## src/rtl/uart_pkg.sv

```systemverilog
// Shared types and constants for the uart_port peripheral: TX/RX state
// encodings, frame geometry and receive-FIFO depth.
package uart_pkg;

    localparam int UART_DATA_BITS     = 8;
    localparam int UART_FRAME_BITS    = 10;
    localparam int UART_RX_FIFO_DEPTH = 4;

    typedef enum logic [1:0] {
        TX_IDLE  = 2'd0,
        TX_START = 2'd1,
        TX_DATA  = 2'd2,
        TX_STOP  = 2'd3
    } tx_state_e;

    typedef enum logic [1:0] {
        RX_IDLE  = 2'd0,
        RX_START = 2'd1,
        RX_DATA  = 2'd2,
        RX_STOP  = 2'd3
    } rx_state_e;

endpackage

```

## src/rtl/uart_port_if.sv

```systemverilog
// CPU-side UART strobe/status bundle. The master is the j1 I/O decode,
// the slave is uart_port.
interface uart_port_if;
    import uart_pkg::*;

    logic                      uart_wr;
    logic                      uart_rd;
    logic [UART_DATA_BITS-1:0] uart_w;
    logic                      uart_busy;
    logic                      uart_valid;
    logic [UART_DATA_BITS-1:0] uart_data;

    modport master (
        output uart_wr, uart_rd, uart_w,
        input  uart_busy, uart_valid, uart_data
    );

    modport slave (
        input  uart_wr, uart_rd, uart_w,
        output uart_busy, uart_valid, uart_data
    );

endinterface

```

## src/rtl/uart_rx_fifo.sv

```systemverilog
// Small receive FIFO (UART_RX_FIFO_DEPTH x 8). Pushes into a full FIFO are
// dropped; push and pop in the same cycle are both honoured. The head is
// presented as zero while empty so the data output has a defined value.
module uart_rx_fifo
    import uart_pkg::*;
(
    input  logic                      clk,
    input  logic                      resetq,
    input  logic                      push_i,
    input  logic [UART_DATA_BITS-1:0] din_i,
    input  logic                      pop_i,
    output logic [UART_DATA_BITS-1:0] dout_o,
    output logic                      empty_o
);
    localparam int PTR_W = $clog2(UART_RX_FIFO_DEPTH);
    localparam logic [PTR_W:0] COUNT_FULL = (PTR_W+1)'(UART_RX_FIFO_DEPTH);

    logic [UART_DATA_BITS-1:0] mem_q [UART_RX_FIFO_DEPTH];
    logic [PTR_W-1:0]          wr_ptr_q;
    logic [PTR_W-1:0]          rd_ptr_q;
    logic [PTR_W:0]            count_q;
    logic                      full;
    logic                      push_ok;
    logic                      pop_ok;

    assign full    = (count_q == COUNT_FULL);
    assign empty_o = (count_q == '0);
    assign push_ok = push_i & ~full;
    assign pop_ok  = pop_i & ~empty_o;
    assign dout_o  = empty_o ? '0 : mem_q[rd_ptr_q];

    // Storage write; contents need no reset since the count gates visibility.
    always_ff @(posedge clk) begin
        if (push_ok) begin
            mem_q[wr_ptr_q] <= din_i;
        end
    end

    // Pointer and occupancy bookkeeping; pointers wrap naturally (depth is 2^n).
    always_ff @(posedge clk or negedge resetq) begin
        if (!resetq) begin
            wr_ptr_q <= '0;
            rd_ptr_q <= '0;
            count_q  <= '0;
        end else begin
            if (push_ok) wr_ptr_q <= wr_ptr_q + PTR_W'(1);
            if (pop_ok)  rd_ptr_q <= rd_ptr_q + PTR_W'(1);
            case ({push_ok, pop_ok})
                2'b10:   count_q <= count_q + (PTR_W+1)'(1);
                2'b01:   count_q <= count_q - (PTR_W+1)'(1);
                default: count_q <= count_q;
            endcase
        end
    end

endmodule

```

## src/rtl/uart_port.sv

```systemverilog
// uart_port: 8N1 UART peripheral behind the j1 I/O bus. Independent TX and
// RX state machines, 2-flop rx synchronizer, and a receive holding register.
// Build option UART_RX_FIFO_EN replaces the holding register by a 4-entry
// FIFO (uart_rx_fifo).
module uart_port
    import uart_pkg::*;
#(
    parameter int CLKS_PER_BIT = 104
) (
    input  logic        clk,
    input  logic        resetq,
    uart_port_if.slave  bus,
    input  logic        rx,
    output logic        tx
);
    localparam int CNT_W = $clog2(CLKS_PER_BIT);
    localparam int IDX_W = $clog2(UART_DATA_BITS);
    localparam logic [CNT_W-1:0] BIT_LAST  = CNT_W'(CLKS_PER_BIT - 1);
    localparam logic [CNT_W-1:0] HALF_LAST = CNT_W'(CLKS_PER_BIT / 2 - 1);
    localparam logic [IDX_W-1:0] IDX_LAST  = IDX_W'(UART_DATA_BITS - 1);

    // ---------------- transmitter ----------------
    tx_state_e                 tx_state_q;
    logic [CNT_W-1:0]          tx_cnt_q;
    logic [IDX_W-1:0]          tx_idx_q;
    logic [UART_DATA_BITS-1:0] tx_shift_q;
    logic                      tx_q;
    logic                      busy_q;

    // TX FSM: start bit, 8 data bits LSB first, stop bit; tx and busy registered.
    always_ff @(posedge clk or negedge resetq) begin
        if (!resetq) begin
            tx_state_q <= TX_IDLE;
            tx_cnt_q   <= '0;
            tx_idx_q   <= '0;
            tx_shift_q <= '0;
            tx_q       <= 1'b1;
            busy_q     <= 1'b0;
        end else begin
            case (tx_state_q)
                TX_IDLE: begin
                    if (bus.uart_wr) begin
                        tx_shift_q <= bus.uart_w;
                        tx_q       <= 1'b0;
                        busy_q     <= 1'b1;
                        tx_cnt_q   <= '0;
                        tx_state_q <= TX_START;
                    end
                end
                TX_START: begin
                    if (tx_cnt_q == BIT_LAST) begin
                        tx_cnt_q   <= '0;
                        tx_idx_q   <= '0;
                        tx_q       <= tx_shift_q[0];
                        tx_shift_q <= tx_shift_q >> 1;
                        tx_state_q <= TX_DATA;
                    end else begin
                        tx_cnt_q <= tx_cnt_q + CNT_W'(1);
                    end
                end
                TX_DATA: begin
                    if (tx_cnt_q == BIT_LAST) begin
                        tx_cnt_q <= '0;
                        if (tx_idx_q == IDX_LAST) begin
                            tx_q       <= 1'b1;
                            tx_state_q <= TX_STOP;
                        end else begin
                            tx_q       <= tx_shift_q[0];
                            tx_shift_q <= tx_shift_q >> 1;
                            tx_idx_q   <= tx_idx_q + IDX_W'(1);
                        end
                    end else begin
                        tx_cnt_q <= tx_cnt_q + CNT_W'(1);
                    end
                end
                TX_STOP: begin
                    if (tx_cnt_q == BIT_LAST) begin
                        tx_cnt_q   <= '0;
                        busy_q     <= 1'b0;
                        tx_state_q <= TX_IDLE;
                    end else begin
                        tx_cnt_q <= tx_cnt_q + CNT_W'(1);
                    end
                end
                default: tx_state_q <= TX_IDLE;
            endcase
        end
    end

    assign tx            = tx_q;
    assign bus.uart_busy = busy_q;

    // ---------------- receiver ----------------
    logic rx_meta_q;
    logic rx_sync_q;
    logic rx_prev_q;

    // Two-flop synchronizer plus one delayed copy for falling-edge detection.
    always_ff @(posedge clk or negedge resetq) begin
        if (!resetq) begin
            rx_meta_q <= 1'b1;
            rx_sync_q <= 1'b1;
            rx_prev_q <= 1'b1;
        end else begin
            rx_meta_q <= rx;
            rx_sync_q <= rx_meta_q;
            rx_prev_q <= rx_sync_q;
        end
    end

    rx_state_e                 rx_state_q;
    logic [CNT_W-1:0]          rx_cnt_q;
    logic [IDX_W-1:0]          rx_idx_q;
    logic [UART_DATA_BITS-1:0] rx_shift_q;
    logic                      rx_done_q;

    // RX FSM: half-bit start check, 8 centre samples, stop-bit validation.
    // rx_done_q pulses for one cycle when a well-framed byte is in rx_shift_q.
    always_ff @(posedge clk or negedge resetq) begin
        if (!resetq) begin
            rx_state_q <= RX_IDLE;
            rx_cnt_q   <= '0;
            rx_idx_q   <= '0;
            rx_shift_q <= '0;
            rx_done_q  <= 1'b0;
        end else begin
            rx_done_q <= 1'b0;
            case (rx_state_q)
                RX_IDLE: begin
                    if (rx_prev_q && !rx_sync_q) begin
                        rx_cnt_q   <= '0;
                        rx_state_q <= RX_START;
                    end
                end
                RX_START: begin
                    if (rx_cnt_q == HALF_LAST) begin
                        rx_cnt_q <= '0;
                        rx_idx_q <= '0;
                        rx_state_q <= rx_sync_q ? RX_IDLE : RX_DATA;
                    end else begin
                        rx_cnt_q <= rx_cnt_q + CNT_W'(1);
                    end
                end
                RX_DATA: begin
                    if (rx_cnt_q == BIT_LAST) begin
                        rx_cnt_q   <= '0;
                        rx_shift_q <= {rx_sync_q, rx_shift_q[UART_DATA_BITS-1:1]};
                        if (rx_idx_q == IDX_LAST) begin
                            rx_state_q <= RX_STOP;
                        end else begin
                            rx_idx_q <= rx_idx_q + IDX_W'(1);
                        end
                    end else begin
                        rx_cnt_q <= rx_cnt_q + CNT_W'(1);
                    end
                end
                RX_STOP: begin
                    if (rx_cnt_q == BIT_LAST) begin
                        rx_cnt_q   <= '0;
                        rx_done_q  <= rx_sync_q;
                        rx_state_q <= RX_IDLE;
                    end else begin
                        rx_cnt_q <= rx_cnt_q + CNT_W'(1);
                    end
                end
                default: rx_state_q <= RX_IDLE;
            endcase
        end
    end

`ifdef UART_RX_FIFO_EN
    logic fifo_empty;

    uart_rx_fifo u_rx_fifo (
        .clk     (clk),
        .resetq  (resetq),
        .push_i  (rx_done_q),
        .din_i   (rx_shift_q),
        .pop_i   (bus.uart_rd),
        .dout_o  (bus.uart_data),
        .empty_o (fifo_empty)
    );

    assign bus.uart_valid = ~fifo_empty;
`else
    logic                      valid_q;
    logic [UART_DATA_BITS-1:0] data_q;

    // Holding register: a new byte wins over a same-cycle read and overwrites unread data.
    always_ff @(posedge clk or negedge resetq) begin
        if (!resetq) begin
            valid_q <= 1'b0;
            data_q  <= '0;
        end else if (rx_done_q) begin
            valid_q <= 1'b1;
            data_q  <= rx_shift_q;
        end else if (bus.uart_rd) begin
            valid_q <= 1'b0;
        end
    end

    assign bus.uart_valid = valid_q;
    assign bus.uart_data  = data_q;
`endif

endmodule
```

## src/flat_wrapper.sv

```systemverilog
// flat-port wrapper written by rule: the top's interface ports become plain ports
module uart_port_flat import uart_pkg::*;
#(
    parameter int CLKS_PER_BIT = 104
)
  (clk, resetq, rx, tx, bus_uart_wr, bus_uart_rd, bus_uart_w, bus_uart_busy, bus_uart_valid, bus_uart_data);
  uart_port_if bus_i ();
  input  logic clk;
  input  logic resetq;
  input  logic rx;
  output logic tx;
  input wire logic [$bits(bus_i.uart_wr)-1:0] bus_uart_wr;
  input wire logic [$bits(bus_i.uart_rd)-1:0] bus_uart_rd;
  input wire logic [$bits(bus_i.uart_w)-1:0] bus_uart_w;
  output wire logic [$bits(bus_i.uart_busy)-1:0] bus_uart_busy;
  output wire logic [$bits(bus_i.uart_valid)-1:0] bus_uart_valid;
  output wire logic [$bits(bus_i.uart_data)-1:0] bus_uart_data;
  assign bus_i.uart_wr = bus_uart_wr;
  assign bus_i.uart_rd = bus_uart_rd;
  assign bus_i.uart_w = bus_uart_w;
  assign bus_uart_busy = bus_i.uart_busy;
  assign bus_uart_valid = bus_i.uart_valid;
  assign bus_uart_data = bus_i.uart_data;
  uart_port #(.CLKS_PER_BIT(CLKS_PER_BIT)) u_core (.clk(clk), .resetq(resetq), .bus(bus_i), .rx(rx), .tx(tx));
endmodule
```

## config.mk

```make
export PLATFORM = sky130hd
export DESIGN_NAME = uart_port_flat
export DESIGN_NICKNAME = d
export VERILOG_FILES = /design/src/rtl/uart_pkg.sv /design/src/rtl/uart_port_if.sv /design/src/rtl/uart_rx_fifo.sv /design/src/rtl/uart_port.sv /design/src/flat_wrapper.sv
export SDC_FILE = /design/constraint.sdc
export NUM_CORES = 1
export LEC_CHECK = 0
export BUFFER_PORTS_ARGS = -buffer_cell sky130_fd_sc_hd__buf_2
export CORE_AREA = 2 2 90 66
export CTS_CLUSTER_SIZE = 8
export DETAILED_ROUTE_END_ITERATION = 8
export DIE_AREA = 0 0 92 68
export PLACE_DENSITY = 0.71
export SYNTH_ARGS = -nofsm -noshare
export SYNTH_HDL_FRONTEND = slang
export SYNTH_SLANG_ARGS = --single-unit
```

## constraint.sdc

```tcl
create_clock -name clk -period 2.39 [get_ports clk]
set_input_delay 0.1195 -clock clk [delete_from_list [all_inputs] [get_ports clk]]
set_output_delay 0.1195 -clock clk [all_outputs]
set_load 0.02 [all_outputs]
```

==> results of run 1 <==
state kept, by name (all words and copies together), names as in the netlist, named ones only:
| name | count |
|---|---|
| u_core.rx_idx_q | 3 |
| u_core.bus.uart_busy | 1 |
| u_core.rx_shift_q | 8 |
| u_core.tx_state_q | 2 |
| u_core.rx_cnt_q | 7 |
| u_core.rx_prev_q | 1 |
| u_core.rx_state_q | 1 |
| u_core.rx_meta_q | 1 |
| u_core.tx_cnt_q | 7 |
| u_core.tx_idx_q | 3 |
| u_core.rx_sync_q | 1 |
| u_core.bus.uart_data | 8 |
| u_core.tx | 1 |
| u_core.rx_done_q | 1 |
| u_core.bus.uart_valid | 1 |
| u_core.tx_shift_q | 8 |
metal layers:
layer / part of all wire [%] / GRT usage [%]
met1: 52 / 23.2
met2: 44 / 25.7
met3: 3.8 / 4.41
met4: 0.98 / 3.92
met5: 0 / 0
per-stage QoR:
| step | area (sq um) | instances | util, % | setup slack (ns) |
|---|---|---|---|---|
| detailed placement | 2980 | 342 | 54.5 | 0.186 |
| global placement | 2980 | 342 | 54.5 | 0.238 |
| finish | 3100 | 352 | 56.6 | 0.187 |
| global route | 3100 | 352 | 56.6 | 0.0871 |
| CTS | 3100 | 352 | 56.6 | 0.182 |
| floorplan | 2790 | 249 | - | 0.444 |
final cells by class:
cell class / instances / area, sq um
flip-flops and latches: 55 / 1380
fillers: 481 / 2370
inverters: 9 / 33.8
multi-input cells: 176 / 1330
repair buffers: 29 / 165
clock buffers: 5 / 68.8
clock inverters: 3 / 27.5
well taps: 75 / 93.8
where the power goes:
group          switching (mW)  internal (mW)
combinational           0.139          0.121
sequential             0.0828           1.00
clock                   0.332          0.216
synth_stat cells, types with 5 or more instances:
master | number | area [sq um]
nand3_1 | 8 | 40.0
inv_1 | 9 | 33.8
nor2_1 | 9 | 33.8
a21oi_1 | 6 | 30.0
nand2_1 | 24 | 90.1
ha_1 | 11 | 138
mux2_4 | 8 | 120
a22o_1 | 5 | 43.8
mux2_2 | 24 | 270
o21ai_0 | 24 | 120
clkbuf_1 | 5 | 18.8
nor3_1 | 5 | 25.0
dfrtp_1 | 51 | 1280
critical path: stages, from the launching register on:
cell	delay, ns
dfrtp_1	0.38
inv_1	0.10
ha_1	0.22
and2b_2	0.27
or2_2	0.31
a221o_1	0.46
mux2_4	0.36
timing repair:
item / 4_1_cts / 5_1_grt
hold endpoints to repair: 23 / 0
setup buffers: 0 / 0
hold buffers: 2 / 0
cells by family after synthesis:
family / after synthesis
and+or+nand+nor: 70
adders and majority gates: 11
muxes: 36
xor gates and xnor gates: 2
AOI/OAI and AO/OA: 57
DFF: 55
buffers and inverters: 18
path summary, 6_finish.rpt:
path,startpoint,end,slack (ns)
max,u_core.tx_state_q[0],u_core.tx_shift_q[5],0.19
min,bus_uart_wr,u_core.tx,0.07
max reg2reg,u_core.tx_state_q[0],u_core.tx_shift_q[5],0.19
min reg2reg,u_core.rx_meta_q,u_core.rx_sync_q,0.35
max in group asynchronous,resetq,u_core.rx_meta_q,1.25
min in group asynchronous,resetq,u_core.rx_idx_q[1],0.29
==> flow_summary.ini, run 1 <==
[outcome]
status = completed

[synthesis]
synth_xor_area_share_pct = 0.628
avgSynthCellArea_sq_um = 11.2
synth_seq_cells = 55
synthAdderAreaFrac_pct = 4.93
synth_fp_nets = 273
synth_edf_count = 0
synth_flop_cell = dfrtp_1
muxShareOfSynthArea_pct = 15.4
ys_warn_count = 0
syn_inst = 249
ys_seq_area_share_pct = 49.5
synth_top_family_by_area = multiplexers
synth_compound_area_share_pct = 13.0
syn_area_sq_um = 2790
synth_async_sr_flop_share_pct = 100
yosys.area_share.simple_pct = 13.5
ys_types = 50

[timing]
worst_pin_slew_ns = 0.628
final.setup.tns_ns = 0
grt_setup_unrepaired = false
final_max_slew_viol_count = 0
relSlewSlack_pct = 57.9
finalHoldViolations = 0
clock_skew_ns = 0.0200
timing.fmax_mhz = 454
fin_crit_sh_pct = 92.2
fin_crit_ns = 2.20
whs_ns = 0.0741
finalSetupViolCount = 0

[grt]
grt_pass1_vias = 1709
grt_max_degree = 33
track_usage_pct = 16.5
antenna_found_initial = 0
grt-ovfl-total = 0
grt_pass1_wl_microns = 8020

[clock_tree]
clkTransAtPathRegs_ns = 0.11
clk_latency_ns = 0.32
numCtsBuffers = 5
cts_tree = yes
cts_sinks = 55
clock_tree.root_cell = clkbuf_8
clk_path_buf_depth = 2
htreeDepth = 2
post_cts_resized = 0

[critical_path]
crit_required_ns = 2.59
startpoint_type = register
worstSetupEndpointType = register
crit_type = register to register
r2r_cells = 6
arrival_ns = 2.40
path_max_fanout = 11

[drt]
first_pass_iters = 5
via_count = 1895
ant_nets = 0
drt-initial-drc-count = 87
drc_errors = 0
viasPerCell = 5.38
wl_microns = 4800
wire_per_inst_microns = 13.6

[floorplan]
die_h_microns = 68
core-area_sq_um = 5470
dieWidth_microns = 92
initial_core_util_pct = 51.1
fp-row-count = 23
ios = 24
fp.dieArea_sq_um = 6260

[worst_hold_path]
hold_path_class = input port to register
hold_path_depth = 3

[place]
dp_hpwl_microns = 3390
place_congestion = 0.747
port_buffers = 23

[pwr]
power_mw = 1.89
vdd_drop_max_uv = 252
p_leak_nw = 1.48
p_per_area_nw_per_um2 = 611

[finish]
drive_above_1_share_pct = 27.8
layout.nets = 300
final_common_cell = dfrtp_1
insertedDiodeCount = 0
layout_common_cells = dfrtp_1, nand2_1, mux2_2, o21ai_0, buf_2
syn2layout_area_growth_pct = 10.9

[flow_run]
max_cap_viol_count = 0
No activity file was read; power rests on OpenSTA's default activity.
==> inputs of run 2 (changes only) <==
--- a/config.mk
+++ b/config.mk
@@ -11,6 +11,8 @@
 export DETAILED_ROUTE_END_ITERATION = 8
 export DIE_AREA = 0 0 92 68
 export PLACE_DENSITY = 0.71
+export RECOVER_POWER = 25
+export SETUP_SLACK_MARGIN = 0.15
 export SYNTH_ARGS = -nofsm -noshare
 export SYNTH_HDL_FRONTEND = slang
 export SYNTH_SLANG_ARGS = --single-unit
==> constraint.sdc (replaced) <==
create_clock -name clk -period 2.39 [get_ports clk]
set_input_delay 0.3585 -clock clk [delete_from_list [all_inputs] [get_ports clk]]
set_output_delay 0.3585 -clock clk [all_outputs]
set_load 0.02 [all_outputs]
==> run 2 against run 1 <==
Sequential share of layout area increased by 0.11 points. Clock power about the same. Clock skew down 0.0092 ns. Combinational power decreased by 2%. Utilization is 0.14 points lower. Global-route usage increased by 0.22 points. Via count is 1.8% higher. Final cell count unchanged. Critical endpoint is now u_core.tx_shift_q[2]. Largest cell class unchanged.
==> flow_summary.ini, run 2 (same netlist as run 1, synthesis figures left out) <==
[timing]
final_max_slew_viol_count = 0
relSlewSlack_pct = 38.0
finalSetupViolCount = 0
fin_crit_sh_pct = 90.2
grt_setup_unrepaired = false
final.setup.tns_ns = 0
fin_crit_ns = 2.16
clock_skew_ns = 0.0108
worst_pin_slew_ns = 0.931
whs_ns = 0.139
timing.fmax_mhz = 464
finalHoldViolations = 0

[clock_tree]
clkTransAtPathRegs_ns = 0.10
clock_tree.root_cell = clkbuf_8
numCtsBuffers = 5
clk_latency_ns = 0.32
clk_path_buf_depth = 2
htreeDepth = 2
cts_tree = yes
cts_sinks = 55
post_cts.repair.setup_buffers = 0

[floorplan]
core-area_sq_um = 5470
dieWidth_microns = 92
initial_core_util_pct = 51.1
die_h_microns = 68
ios = 24
fp-row-count = 23
fp.dieArea_sq_um = 6260

[pwr]
swShare_pct = 29.3
p_per_area_nw_per_um2 = 611
p_int_mw = 1.33
p_leak_nw = 1.47
pwr-share-clk_pct = 28.9
power_frac_comb_pct = 13.5
vdd_drop_max_uv = 325
p_seq_share_pct = 57.6
power.switching_mw = 0.553

[finish]
layout.nets = 300
layout_common_cells = dfrtp_1, nand2_1, mux2_2, o21ai_0, buf_2
syn2layout_area_growth_pct = 10.7
insertedDiodeCount = 0
drive_above_1_share_pct = 27.8
stdcell_area_sq_um = 3090
nFillCells = 490
final_common_cell = dfrtp_1

[critical_path]
crit_required_ns = 2.59
worstSetupEndpointType = register
r2r_cells = 6
arrival_ns = 2.36
path_max_fanout = 11
rrSetupSlack_ns = 0.23
reg2reg_to = u_core.tx_shift_q[2]
endpoint = u_core.tx_shift_q[2]
r2r-start = u_core.tx_state_q[0]
startpoint_type = register
crit_type = register to register
crit_start = u_core.tx_state_q[0]

[grt]
grt_max_degree = 23
antenna_found_initial = 0
grt-busiest-layer = met2
grtUsageMet2_pct = 25.2
use_met3_pct = 3.96
grt_pass1_wl_microns = 8210
grt_pass1_vias = 1728
grt-ovfl-total = 0
met1_usage_pct = 23.9
track_usage_pct = 16.7

[drt]
first_pass_iters = 4
via_count = 1930
drt-initial-drc-count = 39
wire_per_inst_microns = 13.8
wl_microns = 4850
drc_errors = 0
viasPerCell = 5.48
ant_nets = 0

[outcome]
status = completed

[place]
dpl-instance-area_sq_um = 2990
dp_hpwl_microns = 3460
place_congestion = 0.758
port_buffers = 23

[flow_run]
max_cap_viol_count = 0

[worst_hold_path]
hold_path_class = input port to register
-- run 2: cell count changes in the layout (fill, tap and decap cells not counted), sizes merged --
| cell | delta |
|---|---|
| clkinv | -1 |
| buf | -1 |
| clkbuf | +2 |
| inv | +1 |
| dlygate4sd3 | -1 |
-- run 2: per-layer routing --
metal / vias up / wire length, microns
met5: - / 0
met4: 0 / 46
met3: 5 / 184
met2: 31 / 2150
met1: 941 / 2470
li1: 953 / -
-- run 2: critical path: stages (launching register included) --
cell,delay [ns]
dfrtp_1,0.39
inv_1,0.10
ha_1,0.21
and2b_2,0.27
or2_2,0.31
a221o_2,0.43
mux2_4,0.33
-- run 2: worst min path at each step --
| stage | startpoint | end | slack (ns) | cells past startpoint |
|---|---|---|---|---|
| floorplan | resetq | async pin | 0.06 | 0 |
| global placement | resetq | u_core.rx_cnt_q[4] | 0.31 | 1 |
| detailed placement | resetq | u_core.rx_cnt_q[4] | 0.31 | 1 |
| CTS | rx | u_core.rx_meta_q | 0.13 | 1 |
| global route | rx | u_core.rx_meta_q | 0.13 | 1 |
| finish | rx | u_core.rx_meta_q | 0.14 | 1 |
-- run 2: what timing repair did --
item,in CTS,in global routing
setup endpoints to repair,0,8
hold buffers,1,0
resized for setup,0,1
hold endpoints to repair,14,0
-- run 2: power groups by stage --
stage / Sequential, mW / Combinational, mW / Clock (mW)
after floorplan: 1.08 / 0.189 / 0
after global placement: 1.10 / 0.252 / 0
after detailed placement: 1.10 / 0.259 / 0
after CTS: 1.09 / 0.259 / 0.561
after global routing: 1.10 / 0.293 / 0.597
final: 1.09 / 0.255 / 0.546
-- run 2: cell type report --
cell class / count / area, sq um / area share, %
sequential: 55 / 1380 / 44.7
clock buffer: 5 / 68.8 / 2.23
timing repair buffer: 29 / 159 / 5.14
multi-input combinational: 176 / 1330 / 43.0
tap: 75 / 93.8 / 3.04
clock inverter: 3 / 25.0 / 0.810
inverter: 9 / 33.8 / 1.09
-- run 2: stage by stage --
| step | worst slack (ns) | power, mW | cells | utilization (%) |
|---|---|---|---|---|
| CTS | 0.166 | 1.91 | 352 | 56.5 |
| detailed placement | 0.173 | 1.36 | 343 | 54.6 |
| floorplan | 0.444 | 1.27 | 249 | - |
| finish | 0.233 | 1.89 | 352 | 56.5 |
| global placement | 0.235 | 1.35 | 343 | 54.6 |
| global route | 0.140 | 1.99 | 352 | 56.5 |
